File: src/rtl/mdp3_packet_builder.sv
// MDP3 incremental-refresh message builder: serializes one book-update request
// into a 37-byte message driven as five 64-bit beats with packet framing.
module mdp3_packet_builder #(
   parameter int          GAP_CYCLES   = 6,
   parameter logic [31:0] SEQ_INIT     = 32'h021CC2C0,
   parameter logic [31:0] RPT_SEQ_INIT = 32'h0000000C
) (
   input  logic        clk,
   input  logic        reset_n,
   input  logic        req_valid,
   output logic        req_ready,
   input  logic [31:0] SECURITY_ID,
   input  logic [63:0] PRICE,
   input  logic [15:0] QUANTITY,
   input  logic [7:0]  NUM_ORDERS,
   input  logic [1:0]  ACTION,
   input  logic [1:0]  ENTRY_TYPE,
   output logic [63:0] data_in_out,
   output logic        data_valid,
   output logic        start_packet,
   output logic        end_packet
);

   typedef enum logic [1:0] {S_GAP, S_IDLE, S_SEND} state_t;

   localparam state_t      RESET_STATE = (GAP_CYCLES > 1) ? S_GAP : S_IDLE;
   localparam logic [15:0] GAP_LOAD    = 16'(GAP_CYCLES - 1);

   state_t      state_q, state_d;
   logic [2:0]  beat_q, beat_d;
   logic [15:0] gap_q, gap_d;
   logic [31:0] seq_q, seq_d;
   logic [31:0] rpt_q, rpt_d;
   logic [31:0] sec_q, sec_d;
   logic [63:0] price_q, price_d;
   logic [15:0] qty_q, qty_d;
   logic [7:0]  ord_q, ord_d;
   logic [1:0]  act_q, act_d;
   logic [1:0]  ent_q, ent_d;
   logic [63:0] dout_q, dout_d;
   logic        dvalid_q, dvalid_d;
   logic        sop_q, sop_d;
   logic        eop_q, eop_d;
   logic        ready_q, ready_d;
   logic [295:0] msg;

   function automatic logic [15:0] bswap16(input logic [15:0] x);
      return {x[7:0], x[15:8]};
   endfunction

   function automatic logic [31:0] bswap32(input logic [31:0] x);
      return {x[7:0], x[15:8], x[23:16], x[31:24]};
   endfunction

   function automatic logic [63:0] bswap64(input logic [63:0] x);
      return {bswap32(x[31:0]), bswap32(x[63:32])};
   endfunction

   // Byte 0 of the message lands in the top byte of the vector.
   function automatic logic [295:0] build_msg(
      input logic [31:0] seq, input logic [31:0] rpt, input logic [31:0] sec,
      input logic [63:0] price, input logic [15:0] qty, input logic [7:0] ord,
      input logic [1:0] act, input logic [1:0] ent);
      return {bswap32(seq), 64'h3D01000068038001, 6'b0, act, 6'b0, ent,
              bswap32(sec), bswap32(rpt), bswap64(price), bswap16(qty),
              ord, 8'hC9, 24'h000000};
   endfunction

   function automatic logic [63:0] beat_sel(input logic [295:0] m, input logic [2:0] k);
      logic [63:0] b;
      case (k)
         3'd0:    b = m[295:232];
         3'd1:    b = m[231:168];
         3'd2:    b = m[167:104];
         3'd3:    b = m[103:40];
         3'd4:    b = {m[39:0], 24'h000000};
         default: b = 64'h0;
      endcase
      return b;
   endfunction

   always_comb begin
      state_d  = state_q;
      beat_d   = beat_q;
      gap_d    = gap_q;
      seq_d    = seq_q;
      rpt_d    = rpt_q;
      sec_d    = sec_q;
      price_d  = price_q;
      qty_d    = qty_q;
      ord_d    = ord_q;
      act_d    = act_q;
      ent_d    = ent_q;
      dout_d   = 64'h0;
      dvalid_d = 1'b0;
      sop_d    = 1'b1;
      eop_d    = 1'b0;
      msg      = '0;

      case (state_q)
         S_GAP: begin
            gap_d = gap_q - 16'd1;
            if (gap_q <= 16'd1) state_d = S_IDLE;
         end
         S_IDLE: begin
            if (req_valid) begin
               sec_d   = SECURITY_ID;
               price_d = PRICE;
               qty_d   = QUANTITY;
               ord_d   = NUM_ORDERS;
               act_d   = ACTION;
               ent_d   = ENTRY_TYPE;
               beat_d  = 3'd0;
               state_d = S_SEND;
            end
         end
         S_SEND: begin
            if (beat_q == 3'd4) begin
               seq_d   = seq_q + 32'd1;
               rpt_d   = rpt_q + 32'd1;
               gap_d   = GAP_LOAD;
               state_d = RESET_STATE;
            end else begin
               beat_d = beat_q + 3'd1;
            end
         end
         default: state_d = RESET_STATE;
      endcase

      // Outputs are registered, so they are decoded from the next state.
      if (state_d == S_SEND) begin
         msg      = build_msg(seq_q, rpt_q, sec_d, price_d, qty_d, ord_d, act_d, ent_d);
         dout_d   = beat_sel(msg, beat_d);
         dvalid_d = 1'b1;
         sop_d    = 1'b0;
         eop_d    = (beat_d == 3'd4);
      end
      ready_d = (state_d == S_IDLE);
   end

   always_ff @(posedge clk or negedge reset_n) begin
      if (!reset_n) begin
         state_q  <= RESET_STATE;
         beat_q   <= 3'd0;
         gap_q    <= GAP_LOAD;
         seq_q    <= SEQ_INIT;
         rpt_q    <= RPT_SEQ_INIT;
         dout_q   <= 64'h0;
         dvalid_q <= 1'b0;
         sop_q    <= 1'b1;
         eop_q    <= 1'b0;
         ready_q  <= (RESET_STATE == S_IDLE);
      end else begin
         state_q  <= state_d;
         beat_q   <= beat_d;
         gap_q    <= gap_d;
         seq_q    <= seq_d;
         rpt_q    <= rpt_d;
         dout_q   <= dout_d;
         dvalid_q <= dvalid_d;
         sop_q    <= sop_d;
         eop_q    <= eop_d;
         ready_q  <= ready_d;
      end
   end

   // Holding registers are only meaningful once a request has been accepted.
   always_ff @(posedge clk) begin
      sec_q   <= sec_d;
      price_q <= price_d;
      qty_q   <= qty_d;
      ord_q   <= ord_d;
      act_q   <= act_d;
      ent_q   <= ent_d;
   end

   assign req_ready    = ready_q;
   assign data_in_out  = dout_q;
   assign data_valid   = dvalid_q;
   assign start_packet = sop_q;
   assign end_packet   = eop_q;

endmodule

File: config.mk
export PLATFORM = sky130hd
export DESIGN_NAME = mdp3_packet_builder
export DESIGN_NICKNAME = d
export VERILOG_FILES = /design/src/rtl/mdp3_packet_builder.sv
export SDC_FILE = /design/constraint.sdc
export NUM_CORES = 1
export LEC_CHECK = 0
export ABC_AREA = 1
export BUFFER_PORTS_ARGS = -buffer_cell sky130_fd_sc_hd__buf_2
export CORE_ASPECT_RATIO = 0.8
export CORE_UTILIZATION = 40
export DETAILED_ROUTE_END_ITERATION = 7
export GPL_TIMING_DRIVEN = 0
export PLACE_DENSITY = 0.64
export SYNTH_ARGS = -nofsm -noshare
export SYNTH_HDL_FRONTEND = slang
export SYNTH_SLANG_ARGS = --single-unit
File: constraint.sdc
create_clock -name clk -period 2.3 [get_ports clk]
set_input_delay 0.345 -clock clk [delete_from_list [all_inputs] [get_ports clk]]
set_output_delay 0.345 -clock clk [all_outputs]
set_load 0.01 [all_outputs]
==> metrics.txt, run 1 <==
total CTS buffers=29; Internal=10.9 mW; Peak supply drop=between 500 and 600 µV; met2 Resource Use GR=approximately a third; Crit Path Class=register to register; Die H=around 160 µm; fin crit share=95.5%; post-synthesis sequential area ratio=50.4%; P_leak=slightly below 8 nW; GRT met3 Usage=4.33%; Top Ports=a little under 200; HP Start=SECURITY_ID[13]; synth warn=0; Yosys reg bits=about 280; GR peak layer=met2; switching power=5.57 mW; Post-DP Area=0.0141 mm²; gp weighted congestion=between 0.9 and 1; Mapped Cells=1,446; Worst Hold Class=input pin to register; via count=between 10,000 and 15,000; layout net count=1,834; Final Cell Area=approximately 0.015 mm²; transition time at the pin with the least slew margin=~0.57 ns; Combinational Power Share=just over 30%; die width=between 150 and 200 µm; Clock Sinks=277; status=completed; worst r2r path cells=15; H-Tree Depth=1; drt total wl=36,400 µm; Synth area leader=dfrtp_1; Final Max Slew Viols=0; Overall Global Routing Usage=a little under a quarter; share of layout cells above drive strength 1=25.9%; Reg2Reg Setup Slack=a little over 0.1 ns; Hold Path Sink=sec_q[13]; pre-CTS WS=-0.125 ns; CP max FO=10; crit path DAT=2.71 ns; PD cells=about 1100 mW/mm²; met1 usage=32.4%; # setup viols final=0; port bufs=194; largest cells by area after synthesis=dfrtp_1, dfxtp_1, nand2_1; clock network power share=approximately 29%; setup slack after layout=just over 0.1 ns; Final TNS setup=0 ns; hold slack final=about 0.013 ns; FP Rows=57; pin count of the biggest net entering global routing=between 90 and 100; Worst-Skew Late Latency=about 0.58 ns; number of global-route vias before repair=a little over 10,000; Routed Antenna Nets=0; first-pass GRT wire length=56,000 µm; Area Growth Syn to Fin=22.5%; Core Region=0.0306 mm²; GRT overflow=0; # DRC=0; vias per std cell=approximately 5; worst reg2reg path startpoint=beat_q[0]; clock buffer depth=3; top-area cell type share of the netlist area=between 20 and 30%; commonest cells after routing, fill and taps aside=nand2_1, buf_2, dfrtp_1; fin crit period=around 2.2 ns; CP startpoint kind=register; antenna diode count=0; placed wire-length estimate=roughly 27,000 µm; initial core utilization=41.0%; switching share of power=between 30 and 40%; Die ar.=approximately 0.032 mm²; Worst R2R End=data_in_out[53]; Slew headroom=approximately three fifths; Worst-path clk slew=0.06 ns; Unique masters post-synth=40; final hold violation count=0; Syn Area/Cell=8.68 µm²; antenna violations before repair=2; max cap viols=0; drt wl/cell=~17 µm; most common cell after layout, fill and taps aside=nand2_1; data required time at the worst endpoint=between 2 and 3 ns; CTS tree=done; Fmax achieved=455 MHz; initial detailed-routing violation count=around 580; Flop pwr share=between 40% and 50%; Post-Syn Area=about 0.013 mm²; Clock Tree Root=clkbuf_16; 1st-pass router iterations=5; Min-Delay Path Depth=2; Crit. End Element=register; final worst clock skew=0.0261 ns; Synth Net Count=about 1,600
flip-flops by register name (all words and copies together), names as in the netlist, 8 cells and up:
signal and cells:
price_q 64, sec_q 32, rpt_q 32, data_in_out 64
qty_q 16, ord_q 8, seq_q 32, gap_q 16
layer usage:
layer / up-vias / share of wire, %
li1: 5185 / -
met1: 5014 / 48
met2: 273 / 44
met3: 58 / 6.0
met4: 4 / 1.9
met5: - / 0.074
metrics by stage:
step / instances / total power, mW / utilization [%]
2_1_floorplan: 1446 / 10.0 / -
3_3_place_gp: 2053 / 11.4 / 45.9
3_5_place_dp: 2054 / 11.6 / 46.0
4_1_cts: 2128 / 16.4 / 49.8
5_1_grt: 2133 / 17.4 / 50.2
6_report: 2133 / 16.5 / 50.2
cells in the mapped netlist:
library cell  instances
nand2_1             406
dfrtp_1             139
inv_1               134
dfxtp_1             124
nand3_1             111
nor2_1               93
mux2_2               89
nand4_1              81
xor2_1               35
o21ai_0              32
buf_2                31
nor3_1               30
xnor2_1              20
a21oi_1              16
dfstp_2              14
buf_4                12
clkbuf_1             11
ha_1                 10
buf_6                 9
nand2_2               7
nand3b_1              6
nor2_4                6
nor2_2                5
buf_1                 3
mux2i_1               2
nand2_4               2
nand3_2               2
nor3_2                2
o21ai_1               2
or2_2                 2
a21oi_2               1
a21oi_4               1
and3_1                1
inv_2                 1
nand2b_1              1
nand3_4               1
nor3b_1               1
nor4_1                1
o211ai_1              1
o22ai_1               1
worst max-delay path by stage:
stage | startpoint | end | cells after the start
floorplan | state_q[0] | data_in_out[59] | 14
global placement | reset_n | data_in_out[37] | 1
detailed placement | state_q[0] | data_in_out[24] | 10
CTS | state_q[0] | data_in_out[20] | 9
global route | state_q[0] | rpt_q[21] | 11
finish | beat_q[0] | data_in_out[53] | 15
power groups by stage:
| stage | logic [mW] | registers, mW | clock network, mW |
|---|---|---|---|
| 2_1_floorplan | 3.29 | 6.73 | 0 |
| 3_3_place_gp | 4.68 | 6.73 | 0 |
| 3_5_place_dp | 4.80 | 6.79 | 0 |
| 4_1_cts | 4.87 | 6.70 | 4.81 |
| 5_1_grt | 5.58 | 6.83 | 5.00 |
| 6_report | 5.03 | 6.70 | 4.74 |
layout make-up:
class                      instances  area [µm²]
fill                            2878       15200
clock buffer                      47         883
clock inverter                     7        80.1
tap                              413         517
sequential                       277        6330
inverter                         135         507
timing repair buffer             220        1260
multi-input combinational        968        5350
buffer                            66         450
cells by family after synthesis:
family / Yosys count / synth area share, %
AOI/OAI and AO/OA: 54 / 2.30
xor gates and xnor gates: 55 / 3.84
adders and majority gates: 10 / 0.997
buffers and inverters: 201 / 7.22
DFF: 277 / 50.4
muxes: 91 / 8.15
and+or+nand+nor: 758 / 27.0
critical path: stages (launching register included):
cell     delay (ns)
dfrtp_1        0.40
inv_1          0.10
ha_1           0.27
nand2_1        0.10
nand2_1        0.07
inv_1          0.08
nand3_1        0.09
nand2_2        0.14
nand2_4        0.09
nor2_4         0.15
buf_12         0.15
buf_4          0.21
nand2_1        0.10
nand3_1        0.07
nand2_1        0.05
inv_1          0.08
what timing repair did:
action                                 4_1_cts  5_1_grt
hold buffers                                19        0
setup endpoints to repair                   13       65
buffers inserted                             1        5
gates resized for setup                      6       32
endpoints found under the hold margin       75        0
gates cloned                                 0        0
pin swaps                                    0        1
(Power assumes the default switching activity.)
==> run 2: changes to the inputs <==
==> constraint.sdc (replaced) <==
create_clock -name clk -period 2.3 [get_ports clk]
set_input_delay 0.46 -clock clk [delete_from_list [all_inputs] [get_ports clk]]
set_output_delay 0.46 -clock clk [all_outputs]
set_load 0.01 [all_outputs]
==> metrics.txt, run 2 (synthesis results as in run 1) <==
Die ar.=0.0321 mm² (unchanged); CP most frequent cell=nand2_1 (unchanged); placed wire-length estimate=27,300 µm (unchanged); filler cell count=2,896 (was 2,878); clock buffer depth=3 (unchanged); Crit Path Class=register to register (unchanged); PD cells=1080 mW/mm² (was 1070 mW/mm²); number of global-route vias before repair=10,100 (was 10,200); gp weighted congestion=0.913 (unchanged); status=completed (unchanged); initial detailed-routing violation count=603 (was 584); # DRC=0 (unchanged); CP Buf/Inv Count=5 (unchanged); fin crit share=95.2% (was 95.5%); P_leak=7.62 nW (was 7.70 nW); Peak supply drop=563 µV (was 566 µV); CP startpoint kind=register (unchanged); Top delay family on crit path=simple AND/OR/NAND/NOR gates (unchanged); crit path DAT=2.71 ns (about the same); Worst-Skew Late Latency=0.58 ns (about the same); hold slack final=0.121 ns (was 0.0134 ns); CTS tree=done (unchanged); CP max FO=10 (unchanged); most common cell after layout, fill and taps aside=nand2_1 (unchanged); Final Cell Area=0.0152 mm² (was 0.0154 mm²); Reg2Reg Setup Slack=0.11 ns (was 0.10 ns); HP Start=PRICE[48] (was SECURITY_ID[13]); H-Tree Depth=1 (unchanged); Die H=160 µm (unchanged); port bufs=194 (unchanged); Fmax achieved=457 MHz (was 455 MHz); vias per std cell=4.94 (about the same); Clock Tree Root=clkbuf_16 (unchanged); Top Ports=195 (unchanged); slowest stage delay, CP=0.41 ns (was 0.40 ns); FF+latch area=0.00633 mm² (unchanged); initial core utilization=41.0% (unchanged); Worst Hold Class=input pin to register (unchanged); max cap viols=0 (unchanged); final hold violation count=0 (unchanged); antenna violations before repair=4 (was 2); Finished Core Util=49.7% (was 50.2%); pin count of the biggest net entering global routing=94 (unchanged); Area Growth Syn to Fin=21.1% (was 22.5%); via count=10,500 (about the same); data required time at the worst endpoint=2.82 ns (about the same); drt wl/cell=17.1 µm (about the same); Worst R2R End=data_in_out[53] (unchanged); Slew headroom=61.4% (about the same); Multi-input gate area=0.00535 mm² (unchanged); worst r2r path cells=15 (unchanged); first-pass GRT wire length=55,800 µm (was 56,000 µm); Post-DP Area=0.0141 mm² (unchanged); Clock Sinks=277 (unchanged); Overall Global Routing Usage=22.6% (about the same); FP Rows=57 (unchanged); layout net count=1,816 (was 1,834); worst reg2reg path startpoint=beat_q[0] (unchanged); die width=200 µm (unchanged); 1st-pass router iterations=5 (unchanged); Power, Total=16.4 mW (was 16.5 mW); commonest cells after routing, fill and taps aside=nand2_1, buf_2, dfrtp_1 (unchanged); Crit. End Element=register (unchanged); transition time at the pin with the least slew margin=0.575 ns (was 0.574 ns); Routed Antenna Nets=0 (unchanged); Slowest-stage cell, CP=dfrtp_1 (unchanged); Core Region=0.0306 mm² (unchanged); GRT overflow=0 (unchanged); Final Max Slew Viols=0 (unchanged); fin crit period=2.19 ns (was 2.20 ns); Worst-path clk slew=0.06 ns (about the same); Hold Path Sink=price_q[48] (was sec_q[13]); Final TNS setup=0 ns (unchanged); # setup viols final=0 (unchanged); worst path cell trace=inv_1 -> ha_1 -> nand2_1 -> nand2_1 -> inv_1 -> nand3_1 -> nand2_2 -> nand2_4 -> nor2_4 -> buf_12 -> buf_4 -> nand2_1 -> nand3_1 -> nand2_1 -> inv_1 (unchanged); Min-Delay Path Depth=2 (unchanged); total CTS buffers=29 (unchanged); final worst clock skew=0.0246 ns (was 0.0261 ns); drt total wl=36,300 µm (was 36,400 µm); share of layout cells above drive strength 1=26.1% (was 25.9%)
## run 2: cell type report
class	instances	share of cell area, %
antenna	1	0.0165
buffer	66	2.96
clock buffer	47	5.81
clock inverter	7	0.527
inverter	135	3.33
multi-input combinational	968	35.2
sequential	277	41.7
tap	413	3.40
timing repair buffer	202	7.08
## run 2: worst register-to-register path: stages, from the launching register on
cell and delay [ns]:
dfrtp_1 0.41, inv_1 0.10, ha_1 0.27, nand2_1 0.09, nand2_1 0.07, inv_1 0.08
nand3_1 0.09, nand2_2 0.14, nand2_4 0.09, nor2_4 0.15, buf_12 0.15, buf_4 0.22
nand2_1 0.10, nand3_1 0.07, nand2_1 0.05, inv_1 0.08
## run 2: metal layers
| layer | vias to the layer above | share of wire [%] | routed length, µm | GRT usage [%] |
|---|---|---|---|---|
| met5 | - | 0.094 | 34 | 0 |
| met4 | 6 | 1.9 | 677 | 5.27 |
| met3 | 58 | 6.1 | 2200 | 4.54 |
| met2 | 281 | 44 | 16000 | 34.9 |
| met1 | 4967 | 48 | 17400 | 32.3 |
| li1 | 5145 | - | - | - |
## run 2: worst max-delay path by stage
stage,startpoint,endpoint,slack (ns),cells after the start
global route,state_q[0],rpt_q[21],-0.003,11
detailed placement,state_q[0],data_in_out[24],-0.13,10
floorplan,state_q[0],data_in_out[59],0.41,14
CTS,state_q[0],data_in_out[20],0.0006,9
finish,beat_q[0],data_in_out[53],0.11,15
global placement,reset_n,data_in_out[37],-1.73,1
## run 2: through the flow
stage / setup WS [ns] / cells
2_1_floorplan: 0.412 / 1446
3_3_place_gp: -1.73 / 2053
3_5_place_dp: -0.125 / 2054
4_1_cts: 0.000570 / 2110
5_1_grt: -0.00330 / 2116
6_report: 0.110 / 2116
## run 2: power breakdown
group | switching [mW] | total, mW | leakage, nW | internal [mW]
logic | 3.11 | 5.01 | 4.06 | 1.90
registers | 0.458 | 6.70 | 3.09 | 6.24
clock network | 1.99 | 4.73 | 0.469 | 2.74
## run 2: what timing repair did
item	4_1_cts	5_1_grt
endpoints found under the setup margin	13	65
pin swaps	0	1
buffers inserted	1	5
hold buffers	1	0
resized for setup	6	32
hold endpoints to repair	57	0
